File: config.mk
export PLATFORM = sky130hd
export DESIGN_NAME = alarm_trigger
export DESIGN_NICKNAME = d
export VERILOG_FILES = /design/src/rtl/alarm_trigger.sv
export SDC_FILE = /design/constraint.sdc
export NUM_CORES = 1
export LEC_CHECK = 0
export CAP_MARGIN = 20
export CORE_UTILIZATION = 48
export DETAILED_ROUTE_END_ITERATION = 7
export PLACE_DENSITY = 0.83
export SLEW_MARGIN = 20
export SYNTH_ARGS = -nofsm -noshare
export SYNTH_HDL_FRONTEND = slang
export SYNTH_SLANG_ARGS = --single-unit
File: constraint.sdc
create_clock -name clk -period 2.6 [get_ports clk]
set_input_delay 0.52 -clock clk [delete_from_list [all_inputs] [get_ports clk]]
set_output_delay 0.52 -clock clk [all_outputs]
set_load 0.01 [all_outputs]
File: src/rtl/alarm_trigger.sv
// Alarm trigger: compares running time with the alarm setting and runs the
// ring/snooze sequence that drives the buzzer, paced by a 1 Hz tick.
module alarm_trigger #(
    parameter int RING_SECS   = 60,
    parameter int SNOOZE_SECS = 300,
    parameter int SNOOZE_MAX  = 3
) (
    input  logic       clk,
    input  logic       rst_n,
    input  logic       tick,
    input  logic [3:0] t0,
    input  logic [3:0] t1,
    input  logic [3:0] t2,
    input  logic [3:0] t3,
    input  logic [3:0] al0,
    input  logic [3:0] al1,
    input  logic [3:0] al2,
    input  logic [3:0] al3,
    input  logic       balam,
    input  logic       en,
    input  logic       bsnz,
    input  logic       bstop,
    output logic       buzzer,
    output logic       ringing,
    output logic       snoozing,
    output logic [1:0] snz_cnt
);

    localparam logic [8:0] LP_RING_SECS   = 9'(RING_SECS);
    localparam logic [8:0] LP_SNOOZE_SECS = 9'(SNOOZE_SECS);
    localparam logic [1:0] LP_SNOOZE_MAX  = 2'(SNOOZE_MAX);

    typedef enum logic [1:0] {
        S_IDLE   = 2'd0,
        S_RING   = 2'd1,
        S_SNOOZE = 2'd2
    } state_t;

    state_t     r_state;
    state_t     w_state_next;
    logic [8:0] r_sec_cnt;
    logic [8:0] w_sec_next;
    logic [8:0] w_sec_inc;
    logic       r_phase;
    logic       w_phase_next;
    logic [1:0] r_snz_cnt;
    logic [1:0] w_snz_next;
    logic       r_match_q;
    logic       r_snz_q;
    logic       r_stop_q;
    logic       r_buzzer;
    logic       r_ringing;
    logic       r_snoozing;

    logic w_match;
    logic w_trig;
    logic w_snz_press;
    logic w_stop_press;

    assign w_match      = (t3 == al3) && (t2 == al2) && (t1 == al1) && (t0 == al0);
    assign w_trig       = w_match && !r_match_q && en && !balam;
    assign w_snz_press  = bsnz && !r_snz_q;
    assign w_stop_press = bstop && !r_stop_q;
    assign w_sec_inc    = r_sec_cnt + 9'd1;

    always_comb begin
        w_state_next = r_state;
        w_sec_next   = r_sec_cnt;
        w_phase_next = r_phase;
        w_snz_next   = r_snz_cnt;
        if (!en || balam) begin
            w_state_next = S_IDLE;
        end else begin
            case (r_state)
                S_IDLE: begin
                    if (w_trig) begin
                        w_state_next = S_RING;
                        w_sec_next   = 9'd0;
                        w_snz_next   = 2'd0;
                        w_phase_next = 1'b1;
                    end
                end
                S_RING: begin
                    // a press that is acted on swallows a coincident tick
                    if (w_stop_press) begin
                        w_state_next = S_IDLE;
                    end else if (w_snz_press && (r_snz_cnt < LP_SNOOZE_MAX)) begin
                        w_state_next = S_SNOOZE;
                        w_snz_next   = r_snz_cnt + 2'd1;
                        w_sec_next   = 9'd0;
                    end else if (tick) begin
                        w_sec_next   = w_sec_inc;
                        w_phase_next = !r_phase;
                        if (w_sec_inc == LP_RING_SECS) begin
                            w_state_next = S_IDLE;
                        end
                    end
                end
                S_SNOOZE: begin
                    if (w_stop_press) begin
                        w_state_next = S_IDLE;
                    end else if (tick) begin
                        w_sec_next = w_sec_inc;
                        if (w_sec_inc == LP_SNOOZE_SECS) begin
                            w_state_next = S_RING;
                            w_sec_next   = 9'd0;
                            w_phase_next = 1'b1;
                        end
                    end
                end
                default: begin
                    w_state_next = S_IDLE;
                end
            endcase
        end
    end

    always_ff @(posedge clk or negedge rst_n) begin
        if (!rst_n) begin
            r_state    <= S_IDLE;
            r_sec_cnt  <= 9'd0;
            r_phase    <= 1'b0;
            r_snz_cnt  <= 2'd0;
            r_match_q  <= 1'b0;
            r_snz_q    <= 1'b0;
            r_stop_q   <= 1'b0;
            r_buzzer   <= 1'b0;
            r_ringing  <= 1'b0;
            r_snoozing <= 1'b0;
        end else begin
            r_state    <= w_state_next;
            r_sec_cnt  <= w_sec_next;
            r_phase    <= w_phase_next;
            r_snz_cnt  <= w_snz_next;
            r_match_q  <= w_match;
            r_snz_q    <= bsnz;
            r_stop_q   <= bstop;
            // outputs follow the next state so the buzzer drops with the state change
            r_buzzer   <= (w_state_next == S_RING) && w_phase_next;
            r_ringing  <= (w_state_next == S_RING);
            r_snoozing <= (w_state_next == S_SNOOZE);
        end
    end

    assign buzzer   = r_buzzer;
    assign ringing  = r_ringing;
    assign snoozing = r_snoozing;
    assign snz_cnt  = r_snz_cnt;

endmodule

==> impl_metrics.csv, run 1 <==
group,metric,value,unit
status,status,"finished, final reports clean",
route,antenna_left,0,
worst_hold_path,hold_class,"in2async",
critical_path,r2r_slack,0.24,ns
pwr,power,0.6211,mW
floorplanning,dieArea,3490,um2
clock_network,cts-root-buf,"clkbuf_4",
sta,slew_violations,0,
layout,utilization,69.96,%
clock_network,cts_buffers,3,
sta,rsz0062_at_grt,"false",
sta,setup_ws,0.2206,ns
critical_path,crit_top_cell,"buf_4",
layout,final_nets,272,
synth,synthArstFlopShare,100.0,%
pwr,vdd_drop_max,0.0002810,V
placement,io_buffer_count,43,
pwr,power_density,288.4,nW/um2
synth,avgSynthCellArea,9.146,um2
placement,placed_cells,265,
clock_network,cts_resized,0,
placement,dp_slack,-0.06394,ns
synth,synth_nets,217,
critical_path,worst_setup_path_end_kind,"register",
critical_path,critPathTopFamily,"simple AND/OR/NAND/NOR gates",
route,wirelength,3983,um
critical_path,max_stage_delay,0.48,ns
route,wire_per_inst,14.81,um
synth,syn-cell-area,1564,um2
sta,fmax,0.4203,GHz
synth,ys_warn_count,0,
sta,finalSetupTns,0,ns
clock_network,post_cts_buffers,0,
global_routing,grt_max_degree,21,
sta,layout_min_cycle_time,2.379,ns
run,max_cap_viol_count,0,
critical_path,path_cells,"clkdlybuf4s50_1, xnor2_1, nand4_1, nor4_4, buf_4, a21oi_1, nor4_1, buf_4, and3_1",
clock_network,cts.sinks,20,
synth,synth_area_leader_cell,"dfrtp_1",
global_routing,track_usage,25.02,%
floorplanning,ios,44,
synth,synth-edff-count,0,
sta,hold_viol_final,0,
clock_network,path_clk_slew,0.11,ns
synth,seq_area_frac_synth,32.00,%
synth,ys.flop_type,"dfrtp_1",
critical_path,cp-start-kind,"input pin",
layout,fillCellCount,252,
clock_network,cts_hold_buf,0,
sta,skew,0.003622,ns
critical_path,crit_arrival,2.63,ns
critical_path,path_buf_inv,3,
global_routing,grt_pass1_vias,1626,
global_routing,grt_pass1_wl,6624,um
synth,ys_ff_latch,20,
sta,tightest_slew,0.5093,ns
route,dr.pass1.iters,4,
layout,drive_gt1_share,13.78,%
synth,synth_cell_type_count,50,
synth,synth_area_leaders,"dfrtp_1 (32%), xnor2_1 (11%), ha_1 (5.6%)",
layout,fin_cells,269,
sta,fin_crit_sh,91.51,%
clock_network,clk_latency,0.31,ns
route,vias,1585,
route,vias_per_cell,5.892,
floorplanning,std_cell_rows,20,
placement,hpwl,3196,um
layout,syn2layout_area_growth,37.68,%
global_routing,antenna_found_initial,0,
critical_path,worstSetupPathType,"in2reg",
placement,gp_congestion,0.8852,
critical_path,cp_max_fo,4,
pwr,leakagePower,0.8867,nW
clock_network,clockBufferDepth,2,
critical_path,r2r_cells,9,
critical_path,cp.depth,9,
synth,synth.top_cell.area_share,32.00,%
floorplanning,dieHeight,59.08,um
global_routing,overflow,0,
route,drt_iter0_drc,113,
clock_network,cts_tree,"built",
route,drc_errors,0,
sta,slew_headroom,65.94,%
critical_path,worstPathRequired,2.85,ns
critical_path,cp_slowest_cell,"clkdlybuf4s50_1",
floorplanning,die_w,59.08,um
layout,num_antenna_cells,0,
synth,syn-instance-count,171,
sta,setup_viol,0,
floorplanning,core,3078,um2
clock_network,htree_levels,1,
floorplanning,start_util,50.81,%
[final cells by class]
class | count | area, um2 | share of cell area (%)
Multi-Input combinational cell | 138 | 1003 | 46.60
Timing Repair Buffer | 57 | 535.5 | 24.87
Sequential cell | 20 | 500.5 | 23.24
Tap cell | 44 | 55.05 | 2.557
Clock buffer | 4 | 36.28 | 1.685
Inverter | 6 | 22.52 | 1.046
[through the flow]
| step | area (um2) | hold WS [ns] |
|---|---|---|
| detailed placement | 2117 | 0.5742 |
| finish | 2153 | 0.5431 |
| floorplan | 1564 | 0.2244 |
| CTS | 2153 | 0.5483 |
| global route | 2153 | 0.5620 |
| global placement | 2117 | 0.5462 |
[sequential cells by signal (all words and copies together) (netlist names)]
register / flops
r_stop_q: 1
r_sec_cnt: 9
snoozing: 1
r_snz_q: 1
buzzer: 1
r_phase: 1
r_state: 2
r_match_q: 1
snz_cnt: 2
ringing: 1
[power breakdown]
| part | total [mW] | leakage (nW) | internal [mW] | switching, mW |
|---|---|---|---|---|
| Combinational | 0.123 | 0.591 | 0.0809 | 0.0423 |
| Clock | 0.183 | 0.0210 | 0.0856 | 0.0977 |
| Sequential | 0.315 | 0.274 | 0.313 | 0.00155 |
[cells in the final DEF (no fill, tap or decap), drive strengths merged, types with 6 or more instances in the layout]
master and count:
a21o 6, a22o 6, buf 14, clkdlybuf4s50 43, dfrtp 20, ha 7
inv 6, nand2 9, nand3 13, nand4 6, nor2 9, o21ai 7
xnor2 19
[cells in the mapped netlist (all sizes together) (2+ instances only)]
| master | count |
|---|---|
| dfrtp | 20 |
| a41oi | 3 |
| nor2 | 9 |
| and3 | 3 |
| xor2 | 2 |
| nand4 | 6 |
| inv | 6 |
| nand3 | 13 |
| a21oi | 4 |
| nand4b | 2 |
| nor3 | 4 |
| a21o | 6 |
| or2 | 4 |
| nand2 | 9 |
| nor4 | 3 |
| a31oi | 3 |
| nand2b | 4 |
| xnor2 | 19 |
| ha | 7 |
| o21ai | 7 |
| a31o | 2 |
| nor2b | 4 |
| a22o | 6 |
| clkbuf | 2 |
| buf | 5 |
[layer usage]
metal	vias to the layer above	wire, um	global-route usage (%)
met4	0	89	10.54
li1	737	-	-
met3	12	249	5.459
met1	751	1528	26.56
met2	85	2115	47.24
met5	-	0	0
[final timing paths]
path / startpoint / end
max: t3[2] / buzzer$_DFF_PN0_
min: rst_n / r_sec_cnt[1]$_DFFE_PN0P_
max reg2reg: r_state[0]$_DFF_PN0_ / r_sec_cnt[0]$_DFFE_PN0P_
min reg2reg: r_sec_cnt[7]$_DFFE_PN0P_ / r_sec_cnt[7]$_DFFE_PN0P_
max in group asynchronous: rst_n / r_match_q$_DFF_PN0_
min in group clk: r_sec_cnt[7]$_DFFE_PN0P_ / r_sec_cnt[7]$_DFFE_PN0P_
[kinds of logic (layout without fill, tap and decap cells)]
kind of cell | count (synthesis) | after routing | share of synthesized area, %
AND/OR/NAND/NOR | 69 | 69 | 25.84
AO/OA/AOI/OAI | 40 | 40 | 20.24
XOR/XNOR | 21 | 21 | 11.76
flip-flops | 20 | 20 | 32.00
buffers and inverters | 13 | 67 | 3.840
adder cells (fa/ha/maj) | 7 | 7 | 5.600
multiplexers | 1 | 1 | 0.7199
No activity file was read; power rests on OpenSTA's default activity.
==> run 2: changes to the inputs <==
--- a/config.mk
+++ b/config.mk
@@ -5,6 +5,7 @@
 export SDC_FILE = /design/constraint.sdc
 export NUM_CORES = 1
 export LEC_CHECK = 0
+export ABC_CLOCK_PERIOD_IN_PS = 2600
 export CAP_MARGIN = 20
 export CORE_UTILIZATION = 48
 export DETAILED_ROUTE_END_ITERATION = 7
==> results of run 2 <==
The final DEF is identical to that of run 1; final timing and power are the same.
==> run 3: changes to the inputs <==
--- a/config.mk
+++ b/config.mk
@@ -5,11 +5,11 @@
 export SDC_FILE = /design/constraint.sdc
 export NUM_CORES = 1
 export LEC_CHECK = 0
-export ABC_CLOCK_PERIOD_IN_PS = 2600
+export ABC_CLOCK_PERIOD_IN_PS = 2900
 export CAP_MARGIN = 20
-export CORE_UTILIZATION = 48
+export CORE_UTILIZATION = 50
 export DETAILED_ROUTE_END_ITERATION = 7
-export PLACE_DENSITY = 0.83
+export PLACE_DENSITY_LB_ADDON = 0.25
 export SLEW_MARGIN = 20
 export SYNTH_ARGS = -nofsm -noshare
 export SYNTH_HDL_FRONTEND = slang
==> constraint.sdc (replaced) <==
create_clock -name clk -period 2.9 [get_ports clk]
set_input_delay 0.58 -clock clk [delete_from_list [all_inputs] [get_ports clk]]
set_output_delay 0.58 -clock clk [all_outputs]
set_load 0.01 [all_outputs]
==> run 3 against run 2 <==
  * Clock power shrank 25%
  * Critical endpoint is now r_sec_cnt[0]$_DFFE_PN0P_
  * Register-to-register slack better by 0.08 ns
  * Wire length shrank 5.0%
  * Total power decreased by 16%
  * Via count decreased by 7.1%
  * Cell count down 9.3%
  * Largest power group unchanged
  * Setup slack gained 0.098 ns
  * Utilization up 1.6 points
  * Highest routed layer unchanged
  * Non-clock buffer count decreased by 11
  * Flip-flop and latch count is the same
==> impl_metrics.csv, run 3 (same netlist as run 1, synthesis figures left out) <==
group,metric,value,unit
status,status,"finished, final reports clean",
route,dr.pass1.iters,4,
pwr,power,0.5234,mW
clock_network,cts_tree,"built",
route,wire_per_inst,15.50,um
sta,setup_viol,0,
layout,top_register,"r_sec_cnt",
run,max_cap_viol_count,0,
clock_network,cts_buffers,3,
critical_path,cp_max_fo,14,
worst_hold_path,hold_class,"reg2reg",
global_routing,overflow,0,
critical_path,cp_slowest_cell,"a31oi_2",
sta,skew,0.003640,ns
floorplanning,core,2853,um2
layout,final_nets,261,
layout,final_cell_mix,"clkdlybuf4s50_1 (43), dfrtp_1 (20), xnor2_1 (19), nand3_1 (13)",
clock_network,cts_resized,0,
global_routing,track_usage,25.58,%
global_routing,grt_pass1_wl,6651,um
route,vias_per_cell,6.037,
global_routing,top_usage_layer,"met2",
pwr,vdd_drop_max,0.0003256,V
layout,layout_commonest_cell,"clkdlybuf4s50_1",
critical_path,cp-start-kind,"register",
placement,hpwl,3021,um
global_routing,antenna_found_initial,0,
floorplanning,std_cell_rows,19,
sta,hold_viol_final,0,
clock_network,clockBufferDepth,2,
global_routing,met2_usage,44.17,%
critical_path,path_cells,"inv_1, ha_1, nor2_1, a21oi_1, a21oi_2, a31oi_2, nor2_1, mux2_2",
critical_path,worstSetupPathType,"reg2reg",
layout,fillCellCount,230,
pwr,leakagePower,0.8283,nW
sta,slew_headroom,38.01,%
placement,io_buffer_count,43,
critical_path,crit_top_cell,"nor2_1",
global_routing,grt_max_degree,21,
floorplanning,start_util,54.82,%
placement,gp_congestion,0.9061,
route,wirelength,3783,um
clock_network,post_cts_buffers,0,
pwr,power_density,256.5,nW/um2
sta,fmax,0.3874,GHz
layout,num_antenna_cells,0,
floorplanning,die_w,57.93,um
floorplanning,ios,44,
layout,drive_gt1_share,8.920,%
floorplanning,dieArea,3356,um2
critical_path,worstPathRequired,3.11,ns
clock_network,cts-root-buf,"clkbuf_4",
global_routing,grtUsageMet3,5.134,%
clock_network,clk_latency,0.31,ns
layout,largest_reg_flops,9,
sta,fin_crit_sh,89.01,%
route,antenna_left,0,
clock_network,cts_hold_buf,0,
route,drc_errors,0,
clock_network,htree_levels,1,
route,drt_iter0_drc,84,
sta,tightest_slew,0.9270,ns
sta,layout_min_cycle_time,2.581,ns
clock_network,path_clk_slew,0.11,ns
sta,finalSetupTns,0,ns
sta,slew_violations,0,
route,vias,1473,
layout,syn2layout_area_growth,30.48,%
global_routing,grt.met1_usage,31.77,%
global_routing,grt_pass1_vias,1541,
sta,rsz0062_at_grt,"false",
floorplanning,dieHeight,57.93,um
clock_network,cts.sinks,20,
critical_path,worst_setup_path_end_kind,"register",
critical_path,max_stage_delay,0.54,ns
critical_path,crit_arrival,2.79,ns
-- run 3: report_power, final --
| group | switching, mW | internal [mW] |
|---|---|---|
| logic | 0.0364 | 0.0682 |
| registers | 0.00141 | 0.281 |
| clock network | 0.0880 | 0.0486 |
-- run 3: critical path, delay by kind of cell, from the launching register on --
kind	cells	cell delay, ns
compound gates	3	0.92
buf+inv	1	0.11
fa+ha+maj	1	0.37
flops	1	0.46
simple gates	2	0.32
mux	1	0.31
-- run 3: metrics by stage --
| step | instances | hold slack, ns | util (%) | area (um2) | setup slack [ns] |
|---|---|---|---|---|---|
| 2_1_floorplan | 171 | 0.2844 | - | 1564 | 0.5622 |
| 3_3_place_gp | 241 | 0.5567 | 70.75 | 2018 | 0.1736 |
| 3_5_place_dp | 241 | 0.5901 | 70.75 | 2018 | 0.05510 |
| 4_1_cts | 244 | 0.6059 | 71.54 | 2041 | 0.3565 |
| 5_1_grt | 244 | 0.6325 | 71.54 | 2041 | 0.1305 |
| 6_report | 244 | 0.6031 | 71.54 | 2041 | 0.3188 |
-- run 3: metal layers --
| layer | wire length (um) | share of wire, % |
|---|---|---|
| met4 | 83 | 2.2 |
| met2 | 1954 | 52 |
| met5 | 0 | 0 |
| met1 | 1610 | 43 |
| met3 | 135 | 3.6 |
-- run 3: path summary, 6_finish.rpt --
| kind | end | cells past startpoint | slack, ns | from |
|---|---|---|---|---|
| max | r_sec_cnt[0]$_DFFE_PN0P_ | 8 | 0.32 | r_state[1]$_DFF_PN0_ |
| min | r_phase$_DFF_PN0_ | 2 | 0.60 | r_phase$_DFF_PN0_ |
| max reg2reg | r_sec_cnt[0]$_DFFE_PN0P_ | 8 | 0.32 | r_state[1]$_DFF_PN0_ |
| min reg2reg | r_phase$_DFF_PN0_ | 2 | 0.60 | r_phase$_DFF_PN0_ |
| max in group asynchronous | snoozing$_DFF_PN0_ | 1 | 1.56 | rst_n |
| min in group asynchronous | r_sec_cnt[1]$_DFFE_PN0P_ | 1 | 0.78 | rst_n |
-- run 3: final cells by class --
class,count,area [um2],share of cell area (%)
multi-input combinational,138,1003,49.17
timing repair buffer,46,452.9,22.19
inverter,6,22.52,1.104
tap,31,38.79,1.901
clock buffer,3,22.52,1.104
sequential,20,500.5,24.52
